==> src/rtl/mux4x1_arb_pkg.sv <==
// Shared types, sizes and the round-robin search used by the 4-way burst arbiter.
package mux4x1_arb_pkg;

   localparam int unsigned SRC_W   = 2;
   localparam int unsigned NUM_REQ = 4;

   typedef enum logic {
      IDLE,
      BURST
   } arb_state_t;

   // First set bit of req, searching ptr, ptr+1, ... modulo NUM_REQ.
   function automatic logic [SRC_W-1:0] rr_pick(input logic [SRC_W-1:0]   ptr,
                                                input logic [NUM_REQ-1:0] req);
      logic [SRC_W-1:0] idx;
      logic [SRC_W-1:0] win;
      logic             found;
      win   = '0;
      found = 1'b0;
      for (int unsigned i = 0; i < NUM_REQ; i++) begin
         idx = ptr + SRC_W'(i);
         if (!found && req[idx]) begin
            win   = idx;
            found = 1'b1;
         end
      end
      return win;
   endfunction

endpackage

==> src/rtl/mux4x1.sv <==
// Plain 4:1 mux; shared by the arbiter and its sibling operand muxes.
module mux4x1 #(
   parameter int unsigned WIDTH = 1
) (
   input  logic [1:0]       sel,
   input  logic [WIDTH-1:0] d0,
   input  logic [WIDTH-1:0] d1,
   input  logic [WIDTH-1:0] d2,
   input  logic [WIDTH-1:0] d3,
   output logic [WIDTH-1:0] y
);

   always_comb begin
      y = d0;
      case (sel)
         2'd1:    y = d1;
         2'd2:    y = d2;
         2'd3:    y = d3;
         default: y = d0;
      endcase
   end

endmodule

==> src/rtl/mux4x1_rr_arbiter.sv <==
// Round-robin burst arbiter: grants one of four requesters per burst and steers
// its beats through a mux4x1 onto a registered valid/ready output.
module mux4x1_rr_arbiter
   import mux4x1_arb_pkg::*;
#(
   parameter int unsigned WIDTH     = 18,
   parameter int unsigned MAX_BEATS = 16
) (
   input  logic             clk,
   input  logic             rst_n,
   input  logic [3:0]       in_valid,
   output logic [3:0]       in_ready,
   input  logic [3:0]       in_last,
   input  logic [WIDTH-1:0] in_data0,
   input  logic [WIDTH-1:0] in_data1,
   input  logic [WIDTH-1:0] in_data2,
   input  logic [WIDTH-1:0] in_data3,
   output logic             out_valid,
   input  logic             out_ready,
   output logic [WIDTH-1:0] out_data,
   output logic             out_last,
   output logic [1:0]       out_src,
   output logic [1:0]       sel,
   output logic             busy,
   output logic             err_overrun,
   input  logic             err_clr
);

   localparam int unsigned CNT_W = $clog2(MAX_BEATS + 1);

   arb_state_t        state, state_nxt;
   logic [SRC_W-1:0]  ptr;
   logic [CNT_W-1:0]  cnt;
   logic [WIDTH:0]    mux_y;
   logic              cur_last;
   logic              can_take;
   logic              accept;
   logic              forced;
   logic              burst_end;

   // Data and last travel together so the end marker always matches the beat.
   mux4x1 #(.WIDTH(WIDTH + 1)) u_mux (
      .sel (sel),
      .d0  ({in_last[0], in_data0}),
      .d1  ({in_last[1], in_data1}),
      .d2  ({in_last[2], in_data2}),
      .d3  ({in_last[3], in_data3}),
      .y   (mux_y)
   );

   assign cur_last = mux_y[WIDTH];
   assign busy     = (state == BURST);

   always_comb begin
      in_ready  = '0;
      can_take  = (state == BURST) && (!out_valid || out_ready);
      if (can_take) in_ready[sel] = 1'b1;
      accept    = can_take && in_valid[sel];
      forced    = (cnt == CNT_W'(MAX_BEATS - 1)) && !cur_last;
      burst_end = accept && (cur_last || forced);
   end

   always_comb begin
      state_nxt = state;
      case (state)
         IDLE:    if (|in_valid) state_nxt = BURST;
         BURST:   if (burst_end) state_nxt = IDLE;
         default: state_nxt = IDLE;
      endcase
   end

   always_ff @(posedge clk or negedge rst_n) begin
      if (!rst_n) state <= IDLE;
      else        state <= state_nxt;
   end

   always_ff @(posedge clk or negedge rst_n) begin
      if (!rst_n) begin
         sel         <= '0;
         ptr         <= '0;
         cnt         <= '0;
         out_valid   <= 1'b0;
         out_data    <= '0;
         out_last    <= 1'b0;
         out_src     <= '0;
         err_overrun <= 1'b0;
      end else begin
         if (state == IDLE && |in_valid) begin
            sel <= rr_pick(ptr, in_valid);
            cnt <= '0;
         end
         if (accept) begin
            out_data  <= mux_y[WIDTH-1:0];
            out_last  <= cur_last || forced;
            out_src   <= sel;
            out_valid <= 1'b1;
            cnt       <= cnt + CNT_W'(1);
         end else if (out_ready) begin
            out_valid <= 1'b0;
         end
         if (burst_end) ptr <= sel + SRC_W'(1);
         if (accept && forced) err_overrun <= 1'b1;
         else if (err_clr)     err_overrun <= 1'b0;
      end
   end

endmodule

==> config.mk <==
export PLATFORM = sky130hd
export DESIGN_NAME = mux4x1_rr_arbiter
export DESIGN_NICKNAME = d
export VERILOG_FILES = /design/src/rtl/mux4x1_arb_pkg.sv /design/src/rtl/mux4x1.sv /design/src/rtl/mux4x1_rr_arbiter.sv
export SDC_FILE = /design/constraint.sdc
export NUM_CORES = 1
export LEC_CHECK = 0
export ABC_CLOCK_PERIOD_IN_PS = 2060
export CAP_MARGIN = 20
export CORE_UTILIZATION = 34
export DETAILED_ROUTE_END_ITERATION = 12
export GPL_TIMING_DRIVEN = 0
export PLACE_DENSITY_LB_ADDON = 0.05
export SYNTH_ARGS = -nofsm -noshare
export SYNTH_HDL_FRONTEND = slang
export SYNTH_SLANG_ARGS = --single-unit
==> constraint.sdc <==
create_clock -name clk -period 2.06 [get_ports clk]
set_clock_uncertainty 0.05 [all_clocks]
set_input_delay 0.515 -clock clk [delete_from_list [all_inputs] [get_ports clk]]
set_output_delay 0.515 -clock clk [all_outputs]
set_load 0.02 [all_outputs]
## Word-level counts from Yosys, hierarchy flattened

Index checks and enable logic that the tools add are counted.
W data, S select, Z words.

| word-level totals | value |
|---|---|
| output and inout port bits | 30 |
| bits of input ports | 84 |
| register bits | 33 |
| word-level logic and storage cells | 79 |

| cells by class | value |
|---|---|
| bitwise gates (word level) | 1 |
| eq/ne operators | 4 |
| add/sub/neg operators | 5 |
| order comparisons | 6 |
| reduce and logical (&&, ||, !) cells | 21 |
| muxes and demuxes | 33 |

Operators with widths:

| cell | number |
|---|---|
| $pmux W19 S3 | 1 |
| $mux W1 | 18 |
| $lt A2 B3 Y1 const B | 5 |
| $bmux W1 S2 | 5 |
| $logic_and A1 B1 Y1 | 10 |
| $mux W5 | 2 |
| $mux W2 | 4 |
| $reduce_bool A2 Y1 | 3 |
| $add A5 B1 Y5 const B | 1 |
| $eq A5 B4 Y1 const B | 1 |
| $logic_not A1 Y1 | 5 |
| $add A2 B1 Y2 const B | 2 |
| $add A2 B2 Y2 const B | 2 |
| $eq A2 B2 Y1 const B | 2 |
| $mux W4 | 1 |
| $reduce_or A4 Y1 | 1 |
| $demux W1 S2 | 1 |
| $eq A2 B1 Y1 const B | 1 |
| $ge A2 B1 Y1 const B | 1 |
| $logic_or A1 B1 Y1 | 2 |
| $pmux W1 S2 | 1 |
| $not A1 Y1 | 1 |

## Logic depth before layout (Yosys ltp)

Gate-level depths: netlist of the first run.

| logic depth | value |
|---|---|
| word-level depth | 15 |
| mapped depth | 8 |
| depth with buffers taken out | 6 |

## Hierarchy

A second synthesis of the first run with hierarchy kept.

| unflattened totals | value |
|---|---|
| cells, all modules | 147 |
| area, all modules | 2053.2 µm² |

By module, submodules not included:

| module | instances | area an instance (µm²) | cells an instance |
|---|---|---|---|
| mux4x1_rr_arbiter | 1 | 1550.2 | 124 |
| mux4x1 | 1 | 503.0 | 23 |

## Least setup slack after synthesis of the first run

No wires, ideal clock.

| timing | value |
|---|---|
| kind | reg-to-output |
| from | register sel[0] |
| to | output in_ready[2] |
| stages on the path, launching flop included | 6 |
| required time | 1.495 ns |
| buffers on the path | 2 |
| arrival time | 1.703 ns |
| setup slack | -0.208 ns |
| cells stage by stage | dfrtp_1 -> inv_1 -> ha_1 -> clkbuf_1 -> clkbuf_1 -> and3_1 |

| between the ends | value |
|---|---|
| word-level cells in the longest chain between the ends | 5 |
| elaborated cells between the ends (all ways) | 6 |

RTL lines:

| element | RTL line | source |
|---|---|---|
| from (decl) | mux4x1_rr_arbiter.sv:23 | `output logic [1:0] sel,` |
| from (signal assigned) | mux4x1_rr_arbiter.sv:89 | `sel <= rr_pick(ptr, in_valid);` |
| $lt A2 B3 Y1 (implied by the code) / $ge A2 B1 Y1 (equally long branches) | mux4x1_rr_arbiter.sv:57 | `if (can_take) in_ready[sel] = 1'b1;` |
| $logic_and A1 B1 Y1 (implied by the code) | mux4x1_rr_arbiter.sv:57 |  |
| $mux W1 (implied by the code) | mux4x1_rr_arbiter.sv:57 |  |
| $demux W1 S2 * | mux4x1_rr_arbiter.sv:57 |  |
| $mux W4 * | mux4x1_rr_arbiter.sv:57 |  |
| to (decl) | mux4x1_rr_arbiter.sv:12 | `output logic [3:0] in_ready,` |

Every way passes the cells marked *; elsewhere a longest branch is shown, timed or not.

## Worst setup path after layout of the first run

| timing | value |
|---|---|
| from | register sel[1] |
| to | output in_ready[3] |

Same word-level chain as after synthesis.

==> results.md, run 1 <==
- Run status: finished, violations left
- Failing checks: setup timing
- Synth Warn #: 0
- Post-synth ARST share: 100%
- Post-synthesis cell area: 1910 um2
- I/O Pins: 114
- GR Overflow Total: 0
- Pin count of the biggest net entering global routing: 34
- Post-synth cell types: 33
- WL final: 6.89 mm
- Number of synthesized flops with an enable pin: 0
- Highest-count cells in the layout ignoring fill and taps: 103 x clkdlybuf4s50_1, 30 x dfrtp_1, 25 x o21ai_0, 25 x nand2_1, 22 x nor2_1
- Syn_nets: 303
- Hold/Removal Path Class: in2async
- Reg2reg end: ptr[1]
- Area growth, synth to finish: 78.0%
- Crit-path slowest cell: dfrtp_2
- Max_slew headroom: 50.1%
- R2r setup slk: 0.09 ns
- Fmax: 0.482 GHz
- Die width: 77.0 um
- Hold Violations, Final: 0
- Vias in the first global route: 2206
- #FFs+latches synth: 33
- # setup viols final: 2
- Die Y: 77.0 um
- Crit path capture: in_ready[3]
- Final ANT Viol Nets: 0
- Core area: 5270 um2
- Synth Instances: 212
- Slew Limit Fails: 0
- Total iterations of the first detailed-routing run: 4
- Peak supply drop: 0.760 mV
- Unrepaired setup endpoints after global routing: true
- Worst-case clock buffer depth: 2
- Detailed Place HPWL: 5.06 mm
- R2r startpoint: sel[0]
- Power Density: 1300 nW/um2
- Placer Congestion: 0.793
- Wirelength per Cell: 16.8 um
- Fillers: 470
- WP data arrival: 1.51 ns
- Starting density of the core: 36.3%
- Period utilization: 101%
- Clock buffer count from CTS: 5
- Sequential fraction of the synthesis area: 43.2%
- Ys flop type: dfrtp_1
- Sequential Area: 830 um2
- Req. time, crit path: 1.49 ns
- Commonest non-fill, non-tap cell in the layout: clkdlybuf4s50_1
- Mean Syn Cell Area: 9.02 um2
- Placed inst area: 3130 um2
- CP Cell Sequence: ha_2, clkbuf_8, clkbuf_16, and3_1, buf_4
- Cell Rows: 26
- # DRC: 0
- Leakage Power: 1.44 nW
- NumNets Final: 431
- Cts hold-fix bufs: 0
- Clock-pin slew on the worst setup and hold paths: 0.07 ns
- First-pass GRT wire length: 11.1 mm
- CTS sink count: 33
- Final Non-Filler Cells: 411
- Clock root cell: clkbuf_8
- N_diodes: 0
- Die area: 5930 um2
- # H-tree levels: 2
- Drt via density: 5.34
- Pwr Total: 4.43 mW
- CTS tree: yes
- Worst-margin pin slew: 0.749 ns
- Worst setup SP type: flop
- Port Buffer Count: 113
- Post-route design area: 3400 um2
- Iteration-0 DRC Markers: 223
- Share of cells above drive strength 1: 15.0%
- Multi-input logic area: 1040 um2
- Max-cap violations: 0
- Critical Setup Path Class: reg2out
- Min Tclk post-route: 2.07 ns
- Initial antenna violation count: 0
- Crit path capture type: primary output
- Total GRT Usage: 24.1%
- Crit path launch: sel[1]
- Critical Path Fanout Max: 10
- Worst skew pair latency: 0.28 ns
- Via count: 2194
- Inst Count DP: 395
- Fin Setup TNS: -0.0238 ns
- Worst path max stage delay: 0.44 ns
- Worst reg2reg path depth: 6
- Setup ws final: -0.0146 ns
[cells in the mapped netlist (2+ instances only)]
master,instances,area (um2)
dfrtp_1,33,826
nand2_1,25,93.8
o21ai_0,25,125
nor2_1,22,82.6
a21oi_1,20,100
a222oi_1,19,190
clkbuf_1,11,41.3
inv_1,8,30.0
ha_1,7,87.6
nand3_1,6,30.0
and3_1,5,31.3
buf_2,4,20.0
mux2i_1,4,40.0
nand2b_1,2,12.5
nor2b_1,2,12.5
nor3b_1,2,15.0
[state kept, by name (all words and copies together) (netlist names)]
| signal | cells |
|---|---|
| out_data | 18 |
| cnt | 5 |
| out_src | 2 |
| ptr | 2 |
| sel | 2 |
| busy | 1 |
| err_overrun | 1 |
| out_last | 1 |
| out_valid | 1 |
[cell type report]
type                    count  share of cell area, %
repair buffers            123                   35.1
inverters                   8                  0.882
multi-input cells         155                   30.4
flip-flops and latches     33                   24.4
clock buffers               8                   2.35
plain buffers              14                   4.26
well taps                  70                   2.57
[how the worst min path moves through the flow]
stage	cells after the start	from	endpoint
2_1_floorplan	0	rst_n	busy
3_3_place_gp	2	out_data[1]	out_data[1]
3_5_place_dp	2	out_last	out_last
4_1_cts	1	rst_n	out_data[6]
5_1_grt	1	rst_n	out_data[6]
6_report	1	rst_n	out_data[6]
[per-stage QoR]
stage / util [%] / setup slack (ns) / hold slack [ns]
after global routing: 64.6 / -0.0776 / 0.320
final: 64.6 / -0.0146 / 0.244
after floorplan: - / -0.0542 / 0.169
after CTS: 64.6 / -0.0291 / 0.276
after global placement: 59.5 / -0.818 / 0.413
after detailed placement: 59.4 / -0.837 / 0.413
[power breakdown]
group / total [mW] / switching [mW] / internal, mW
clock network: 0.465 / 0.225 / 0.240
registers: 1.12 / 0.206 / 0.914
logic: 2.84 / 1.46 / 1.38
total: 4.43 / 1.89 / 2.53
[logic make-up (layout without fill, tap and decap cells)]
group | after synthesis | count (layout) | synth area share (%)
simple gates | 67 | 67 | 16.1
xor+xnor | 1 | 1 | 0.458
compound gates | 74 | 74 | 26.7
flops | 33 | 33 | 43.2
mux | 6 | 6 | 4.05
buf+inv | 24 | 153 | 4.97
fa+ha+maj | 7 | 7 | 4.58
[repair_timing]
item | CTS | global route
pin swaps | 1 | 0
setup buffers | 10 | 0
resized for setup | 57 | 7
setup endpoints to repair | 27 | 18
[layer usage]
metal / global-route usage, % / wire, um / up-vias
li1: - / - / 1036
met1: 30.2 / 3000 / 1051
met2: 41.6 / 3300 / 93
met3: 4.52 / 447 / 14
met4: 8.30 / 141 / 0
met5: 0 / 0 / -
[critical path: cells and delay by family, from the launching register on]
family | cells | cell delay, ns
buffers and inverters | 3 | 0.46
AND/OR/NAND/NOR | 1 | 0.14
adder cells (fa/ha/maj) | 1 | 0.19
flip-flops | 1 | 0.44
(Power assumes the default switching activity.)
==> run 2, diff against run 1 <==
- SLEW_MARGIN: default -> 0
- TNS_END_PERCENT: default -> 1
==> run 2 against run 1 <==
Against the previous run: the run still ends with setup timing left; critical path depth did not move; die area did not move; first-iteration DRC count fell by 11%; total power rose by 2.8%; combinational power barely moved; clock power rose by 18%; final area rose by 1.5%; worst hold slack got worse by 0.0075 ns; largest cell class unchanged; highest routed layer unchanged.
==> results.md, run 2 (synthesized netlist as in run 1, its figures left out) <==
- Clock root cell: clkbuf_8
- WL final: 6.86 mm
- Clock power share: 12.1%
- Final Non-Filler Cells: 409
- Fillers: 459
- Total GRT Usage: 24.3%
- Total iterations of the first detailed-routing run: 5
- Placed inst area: 3130 um2
- Die area: 5930 um2
- Worst setup SP type: flop
- Final core utilization: 65.6%
- WP data arrival: 1.51 ns
- Wirelength per Cell: 16.8 um
- Failing checks: setup timing
- Worst-margin pin slew: 0.759 ns
- Req. time, crit path: 1.49 ns
- Commonest non-fill, non-tap cell in the layout: clkdlybuf4s50_1
- CTS tree: yes
- Switching part of the total: 42.9%
- Pin count of the biggest net entering global routing: 34
- R2r startpoint: sel[1]
- Post-route design area: 3460 um2
- Inst Count DP: 395
- Die Y: 77.0 um
- Leakage Power: 1.47 nW
- Cell Rows: 26
- N_diodes: 0
- Setup ws final: -0.0110 ns
- Fin Hold WS: 0.236 ns
- Largest reg by FF count: out_data
- Share of cells above drive strength 1: 15.9%
- Run status: finished, violations left
- Reg2reg end: ptr[1]
- Combinational Power Share: 63.1%
- Largest regs: out_data x18, cnt x5
- Vias in the first global route: 2137
- Hold/Removal Path Class: in2async
- Internal power: 2.60 mW
- R2r setup slk: 0.05 ns
- # DRC: 0
- Area growth, synth to finish: 80.6%
- Worst skew pair latency: 0.29 ns
- Number of flip-flops in the largest register: 18
- Unrepaired setup endpoints after global routing: true
- CTS sink count: 33
- Fmax: 0.483 GHz
- I/O Pins: 114
- Placer Congestion: 0.820
- Critical Setup Path Class: reg2out
- Peak supply drop: 0.827 mV
- Slew Limit Fails: 0
- # H-tree levels: 2
- Fin Setup TNS: -0.0110 ns
- Min Tclk post-route: 2.07 ns
- Via count: 2146
- Worst-case clock buffer depth: 2
- Hold Violations, Final: 0
- Max-cap violations: 0
- Iteration-0 DRC Markers: 198
- Power Density: 1320 nW/um2
- Pwr Total: 4.55 mW
- Clock buffer count from CTS: 5
- Critical Path Fanout Max: 10
- Initial antenna violation count: 0
- Highest-count cells in the layout ignoring fill and taps: 104 x clkdlybuf4s50_1, 30 x dfrtp_1, 25 x o21ai_0, 25 x nand2_1, 22 x nor2_1
- GR Overflow Total: 0
- Cts hold-fix bufs: 0
- Core area: 5270 um2
- Starting density of the core: 36.3%
- Sw Pwr: 1.95 mW
- Die width: 77.0 um
- Detailed Place HPWL: 4.90 mm
- Port Buffer Count: 113
- Period utilization: 101%
- Crit path capture type: primary output
- Drt via density: 5.25
- NumNets Final: 429
- Max_slew headroom: 49.4%
- Setup WS pre-CTS: -0.862 ns
- First-pass GRT wire length: 11.2 mm
- Flop pwr share: 24.8%
- Final ANT Viol Nets: 0
- # setup viols final: 1
- Worst reg2reg path depth: 6
- Clock-pin slew on the worst setup and hold paths: 0.07 ns
==> run 2: cell types whose count changed in the layout (fill, tap and decap cells not counted), moves of 3 or more <==
cell	before	now
dlygate4sd2_1	5	1
ha_2	4	0
clkbuf_1	5	1
ha_4	1	4
buf_6	3	6
dlymetal6s2s_1	0	3
buf_8	0	3
buf_4	11	7
==> run 2: layer usage <==
metal / global-route usage, % / up-vias / routed length [um] / share of wire, %
met3: 5.48 / 11 / 415 / 6.1
met2: 42.9 / 85 / 3330 / 49
met5: 0 / - / 0 / 0
li1: - / 1038 / - / -
met4: 5.09 / 0 / 104 / 1.5
met1: 30.3 / 1012 / 3010 / 44
==> run 2: how the worst max path moves through the flow <==
stage | startpoint | to | cells after the start
after floorplan | sel[1] | in_ready[1] | 5
after global placement | sel[0] | in_ready[2] | 6
after detailed placement | sel[0] | in_ready[2] | 6
after CTS | sel[0] | in_ready[3] | 5
after global routing | sel[0] | in_ready[3] | 5
final | sel[0] | in_ready[3] | 5
==> run 2: timing repair <==
| item | 4_1_cts | 5_1_grt |
|---|---|---|
| resized for setup | 52 | 26 |
| pin swaps | 0 | 2 |
| endpoints found under the setup margin | 24 | 21 |
| buffers inserted | 5 | 4 |
==> run 2: power groups by stage <==
| stage | Sequential, mW | Clock, mW | Combinational, mW |
|---|---|---|---|
| finish | 1.13 | 0.550 | 2.87 |
| floorplan | 1.35 | 0 | 1.21 |
| global placement | 1.12 | 0 | 2.48 |
| CTS | 1.11 | 0.559 | 2.76 |
| global route | 1.17 | 0.598 | 3.10 |
| detailed placement | 1.13 | 0 | 2.50 |
==> run 2: worst max-delay path: stages (launching register included) <==
cell       delay [ns]
dfrtp_2          0.47
ha_4             0.19
buf_8            0.14
clkbuf_16        0.14
and3_4           0.14
buf_6            0.13
==> run 2: final cells by class <==
type	count	area [um2]	share of cell area, %
repair buffers	122	1210	35.1
multi-input cells	155	1070	31.1
flip-flops and latches	33	830	24.0
plain buffers	13	116	3.37
clock buffers	7	96.3	2.79
well taps	70	87.6	2.53
inverters	8	35.0	1.01
clock inverters	1	5.00	0.145
